`src/rtl/game_status.sv`:
```
// game_status: score / lives / pellet bookkeeping for the maze game.
//   Tracks the play state (IDLE, PLAY, POWER, DYING, DONE), keeps the
//   saturating binary score, remaining lives and pellets, and times the
//   power-mode and death-freeze windows in video frames.
// Ports:
//   clk_i           system clock, all state changes on rising edge
//   reset_ni        asynchronous active-low reset
//   screen_i[1:0]   screen FSM state (0 title, 1 game, 2 game over)
//   frame_tick_i    one pulse per video frame
//   pellet_eaten_i  normal pellet eaten (pulse)
//   power_eaten_i   power pellet eaten (pulse)
//   ghost_hit_i     Pacman / ghost overlap (pulse)
//   lives_o[1:0]    remaining lives
//   score_o[15:0]   binary score, saturating
//   end_o           one-cycle game-over pulse to the screen FSM
//   power_o         high while in power mode
//   freeze_o        high during the death freeze
//   won_o           last game ended by clearing the maze
module game_status #(
    parameter int START_LIVES  = 3,
    parameter int PELLET_TOTAL = 240,
    parameter int POWER_FRAMES = 360,
    parameter int DEATH_FRAMES = 120
) (
    input  logic        clk_i,
    input  logic        reset_ni,
    input  logic [1:0]  screen_i,
    input  logic        frame_tick_i,
    input  logic        pellet_eaten_i,
    input  logic        power_eaten_i,
    input  logic        ghost_hit_i,
    output logic [1:0]  lives_o,
    output logic [15:0] score_o,
    output logic        end_o,
    output logic        power_o,
    output logic        freeze_o,
    output logic        won_o
);

    localparam int PW  = $clog2(PELLET_TOTAL + 1);
    localparam int PCW = $clog2(POWER_FRAMES + 1);
    localparam int DCW = $clog2(DEATH_FRAMES + 1);

    typedef enum logic [2:0] {IDLE, PLAY, POWER, DYING, DONE} state_t;

    state_t         state;
    logic [PW-1:0]  pellets;
    logic [PCW-1:0] pwr_cnt;
    logic [DCW-1:0] dth_cnt;

    logic        in_game;
    logic        eat;
    logic        last_pellet;
    logic [7:0]  eat_pts;
    logic [8:0]  add_pts;
    logic [16:0] sum;
    logic [15:0] sat_score;

    // Power wins over a same-cycle normal pellet; the ghost bonus only
    // exists in POWER (in PLAY a hit discards the eat, handled below).
    always_comb begin
        in_game     = (screen_i == 2'd1);
        eat         = pellet_eaten_i | power_eaten_i;
        last_pellet = (pellets == PW'(1));
        eat_pts     = power_eaten_i  ? 8'd50 :
                      pellet_eaten_i ? 8'd10 : 8'd0;
        add_pts     = {1'b0, eat_pts} +
                      ((state == POWER && ghost_hit_i) ? 9'd200 : 9'd0);
        sum         = {1'b0, score_o} + {8'd0, add_pts};
        sat_score   = sum[16] ? 16'hFFFF : sum[15:0];
    end

    always_ff @(posedge clk_i or negedge reset_ni) begin
        if (!reset_ni) begin
            state    <= IDLE;
            lives_o  <= 2'(START_LIVES);
            score_o  <= '0;
            pellets  <= PW'(PELLET_TOTAL);
            pwr_cnt  <= '0;
            dth_cnt  <= '0;
            end_o    <= 1'b0;
            power_o  <= 1'b0;
            freeze_o <= 1'b0;
            won_o    <= 1'b0;
        end else begin
            end_o <= 1'b0;
            if (state != IDLE && !in_game) begin
                // Leaving the game screen aborts; the cycle's events are dropped
                // and score/lives/won stay visible for the game-over screen.
                state    <= IDLE;
                power_o  <= 1'b0;
                freeze_o <= 1'b0;
            end else begin
                case (state)
                    IDLE: begin
                        if (in_game) begin
                            lives_o  <= 2'(START_LIVES);
                            score_o  <= '0;
                            pellets  <= PW'(PELLET_TOTAL);
                            won_o    <= 1'b0;
                            power_o  <= 1'b0;
                            freeze_o <= 1'b0;
                            state    <= PLAY;
                        end
                    end
                    PLAY: begin
                        if (ghost_hit_i) begin
                            lives_o  <= (lives_o != 2'd0) ? lives_o - 2'd1 : 2'd0;
                            dth_cnt  <= DCW'(DEATH_FRAMES);
                            freeze_o <= 1'b1;
                            state    <= DYING;
                        end else if (eat) begin
                            score_o <= sat_score;
                            if (pellets != '0) pellets <= pellets - PW'(1);
                            if (last_pellet) begin
                                won_o <= 1'b1;
                                end_o <= 1'b1;
                                state <= DONE;
                            end else if (power_eaten_i) begin
                                pwr_cnt <= PCW'(POWER_FRAMES);
                                power_o <= 1'b1;
                                state   <= POWER;
                            end
                        end
                    end
                    POWER: begin
                        if (eat || ghost_hit_i) score_o <= sat_score;
                        if (eat && pellets != '0) pellets <= pellets - PW'(1);
                        // Maze clear beats power reload, which beats expiry.
                        if (eat && last_pellet) begin
                            won_o   <= 1'b1;
                            end_o   <= 1'b1;
                            power_o <= 1'b0;
                            state   <= DONE;
                        end else if (power_eaten_i) begin
                            pwr_cnt <= PCW'(POWER_FRAMES);
                        end else if (frame_tick_i) begin
                            if (pwr_cnt <= PCW'(1)) begin
                                pwr_cnt <= '0;
                                power_o <= 1'b0;
                                state   <= PLAY;
                            end else begin
                                pwr_cnt <= pwr_cnt - PCW'(1);
                            end
                        end
                    end
                    DYING: begin
                        if (frame_tick_i) begin
                            if (dth_cnt <= DCW'(1)) begin
                                dth_cnt  <= '0;
                                freeze_o <= 1'b0;
                                if (lives_o == 2'd0) begin
                                    end_o <= 1'b1;
                                    state <= DONE;
                                end else begin
                                    state <= PLAY;
                                end
                            end else begin
                                dth_cnt <= dth_cnt - DCW'(1);
                            end
                        end
                    end
                    DONE:    ;
                    default: state <= IDLE;
                endcase
            end
        end
    end

endmodule

```
`config.mk`:
```
export PLATFORM = sky130hd
export DESIGN_NAME = game_status
export DESIGN_NICKNAME = d
export VERILOG_FILES = /design/src/rtl/game_status.sv
export SDC_FILE = /design/constraint.sdc
export NUM_CORES = 1
export LEC_CHECK = 0
export ABC_AREA = 1
export BUFFER_PORTS_ARGS = -buffer_cell sky130_fd_sc_hd__buf_2
export CORE_ASPECT_RATIO = 2
export CORE_MARGIN = 3
export CORE_UTILIZATION = 60
export CTS_CLUSTER_SIZE = 8
export DETAILED_ROUTE_END_ITERATION = 16
export GPL_TIMING_DRIVEN = 1
export PLACE_DENSITY = 0.84
export SYNTH_ARGS = -nofsm -noshare
export SYNTH_HDL_FRONTEND = slang
export SYNTH_SLANG_ARGS = --single-unit
```
`constraint.sdc`:
```
create_clock -name clk_i -period 3.05 [get_ports clk_i]
set_input_delay 0.61 -clock clk_i [delete_from_list [all_inputs] [get_ports clk_i]]
set_output_delay 0.61 -clock clk_i [all_outputs]
set_load 0.01 [all_outputs]
```
==> impl_metrics.json <==
{
  "die_height_um": 114,
  "core_region_area_um2": 5520,
  "synth_edf_count": 0,
  "worst-setup-path-type": "register to register",
  "path_clk_slew_ps": 90,
  "netlist_area_um2": 3490,
  "skew_ps": 5.25,
  "syn_avg_cell_area_um2": 7.00,
  "htree_num_levels": 2,
  "cpPeakStageDelay_ps": 500,
  "cpLargestDelayFamily": "simple AND/OR/NAND/NOR gates",
  "cts_setup_buffers": 0,
  "critPathArrivalTime_ps": 2870,
  "final-hold-violation-count": 0,
  "crit_top_cell": "nand2_1",
  "antenna_found_initial": 0,
  "crit_chain": "nor2_1 -> nand2_1 -> nor2_1 -> inv_1 -> fa_1 -> inv_1 -> ha_1 -> nand2_1 -> inv_1 -> nand2_1 -> nand2_1 -> nand2_1 -> nand2_1 -> nand3_2 -> inv_2 -> o21ai_0 -> o21ai_0",
  "worst-path-buf-inv": 4,
  "grt_pass1_wl_um": 14400,
  "rsz0062_at_grt": "no",
  "io_pins": 30,
  "crit_end": "score_o[3]$_DFFE_PN0P_",
  "tritoncts": "yes",
  "drv_slew": 0,
  "p_per_area_nw_per_um2": 803,
  "drv_cap": 0,
  "synth_flop_cell": "dfrtp_1",
  "grt_pass1_vias": 3390,
  "period_share_pct": 87.5,
  "cp-end-kind": "register",
  "worstSetupStartpoint": "state[0]$_DFFE_PN0P_",
  "power.total_mw": 3.07,
  "synth_seq_area_share_pct": 35.4,
  "num_rows": 38,
  "num_vias": 3372,
  "drc": 0,
  "yosysWarnings": 0,
  "cts.sinks": 49,
  "vias_per_cell": 5.65,
  "ant_nets": 0,
  "tns_ps": 0,
  "grt_max_degree": 50,
  "initial_core_util_pct": 63.2,
  "cts_buffers": 5,
  "place_congestion": 0.956,
  "drive_gt1_share_pct": 13.2,
  "n_fill_cell": 500,
  "syn-num-nets": 525,
  "cts_root_buf": "clkbuf_8",
  "start_kind": "register",
  "ir_drop_v": 0.000663,
  "netlist_instances": 498,
  "outcome": "completed",
  "seqCellArea_um2": 1230,
  "slowest_stage": "fa_1",
  "synthDistinctLibCells": 37,
  "finalSetupViolCount": 0,
  "dieArea_um2": 6820,
  "worst_pin_slew_ps": 352,
  "finalWorstPathRequiredPeriod_ps": 2670,
  "worstSkewPairLatency_ps": 310,
  "post_cts_resized": 0,
  "drt-pass1-iter-count": 4,
  "drtIter0Drc": 153,
  "nNetsFinal": 563,
  "max_clock_freq_ghz": 0.375,
  "io_buffer_count": 29,
  "area_growth_pct": 9.43,
  "cts_hold_buf": 0,
  "timing.rr.end": "score_o[3]$_DFFE_PN0P_",
  "die_x_um": 59.9,
  "r2r_start": "state[0]$_DFFE_PN0P_",
  "overflow": 0,
  "cp.required_ps": 3250,
  "async_flop_share_pct": 100,
  "r2r_slack_ps": 380,
  "ys_ff_latch": 49,
  "cp_num_cells": 17,
  "clk_path_buf_depth": 2,
  "routed_wl_um": 8520,
  "wire_per_inst_um": 14.3,
  "hpwl_um": 6740,
  "relSlewSlack_pct": 76.3,
  "gr-usage-all-layers_pct": 27.5,
  "reg2reg_depth": 17,
  "antenna_cells": 0,
  "power.leakage_nw": 2.10,
  "crit_fanout": 9,
  "multiInputGateArea_um2": 1920,
  "hold_path_class": "primary input to async pin"
}
## per-layer routing
layer  track usage (%)  part of all wire (%)  vias to the layer above
li1                  -                     -                     1676
met1              25.0                    35                     1582
met2              50.7                    55                       70
met3              5.21                   3.0                       44
met4              19.1                   6.6                        0
met5                 0                     0                        -
## power by group
group / internal (mW) / total (mW) / switching [mW] / leakage (nW)
sequential: 0.886 / 1.05 / 0.168 / 0.620
clock: 0.159 / 0.373 / 0.214 / 0.0450
combinational: 0.586 / 1.64 / 1.05 / 1.44
## state kept, by name, indices dropped and copies added (netlist names)
name,count
lives_o,2
dth_cnt,7
power_o,1
pwr_cnt,9
end_o,1
pellets,8
freeze_o,1
state,3
score_o,16
won_o,1
## Yosys cell counts, types with 2 or more instances
cell      number  area [µm²]
nand2_1      135         507
inv_1         68         255
nor2_1        57         214
dfrtp_1       43        1080
o21ai_0       36         180
nand3_1       34         170
ha_1          18         225
a21oi_1       14        70.1
o21ai_1       13        65.1
xor2_1        12         105
nand4_1        7        43.8
dfstp_2        6         158
inv_2          6        22.5
o22ai_1        6        37.5
a31oi_1        4        25.0
nor3_1         4        20.0
buf_6          3        33.8
nand3_2        3        30.0
nor2_4         3        33.8
o21bai_1       3        22.5
xnor2_1        3        26.3
a21boi_0       2        15.0
buf_2          2        10.0
nand2_2        2        12.5
o31ai_1        2        15.0
## worst min-delay path by stage
stage	to	slack, ps	cells past startpoint
detailed placement	power_o$_DFFE_PN0P_	460	2
global placement	freeze_o$_DFFE_PN0P_	460	2
floorplan	dth_cnt[0]$_DFFE_PN0P_	310	0
finish	score_o[8]$_DFFE_PN0P_	260	2
global route	score_o[7]$_DFFE_PN0P_	270	2
CTS	score_o[7]$_DFFE_PN0P_	270	2
## final cells by class
| type | count | share of cell area, % |
|---|---|---|
| Clock inverter | 2 | 0.262 |
| Clock buffer | 6 | 1.90 |
| Tap cell | 60 | 1.97 |
| Inverter | 75 | 7.44 |
| Sequential cell | 49 | 32.3 |
| Multi-Input combinational cell | 368 | 50.4 |
| Timing Repair Buffer | 37 | 5.70 |
## layout by cell type, fill, tap and decap left out, drive strengths merged
cell / n
fa: 1
clkinv: 2
nand4: 7
clkbuf: 6
o2111ai: 1
or2: 1
o31ai: 2
xor2: 12
dfrtp: 43
inv: 75
o21ai: 49
a31oi: 4
o22ai: 6
a21boi: 2
nand2: 138
nor2: 61
nor3b: 1
nor3: 6
o21a: 1
o21bai: 3
nand3b: 1
a21oi: 14
buf: 37
dfstp: 6
xnor2: 3
ha: 18
nand3: 37
## kinds of logic (layout without fill, tap and decap cells)
| group | Yosys count | after routing | share of synthesized area, % |
|---|---|---|---|
| and+or+nand+nor | 252 | 252 | 31.4 |
| xor gates and xnor gates | 15 | 15 | 3.77 |
| AOI/OAI and AO/OA | 82 | 82 | 12.8 |
| DFF | 49 | 49 | 35.4 |
| adders and majority gates | 19 | 19 | 7.03 |
| buffers and inverters | 81 | 120 | 9.61 |
## stage by stage
stage                     hold slack [ps]  std cells  util [%]  setup slack (ps)  cell area [µm²]
after global placement                459        589      67.6               174             3730
after floorplan                       314        498         -               265             3490
after detailed placement              464        589      67.6              30.3             3730
after CTS                             275        597      69.1               248             3810
after global routing                  272        597      69.2               112             3820
final                                 259        597      69.2               382             3820
(Power assumes the default switching activity.)
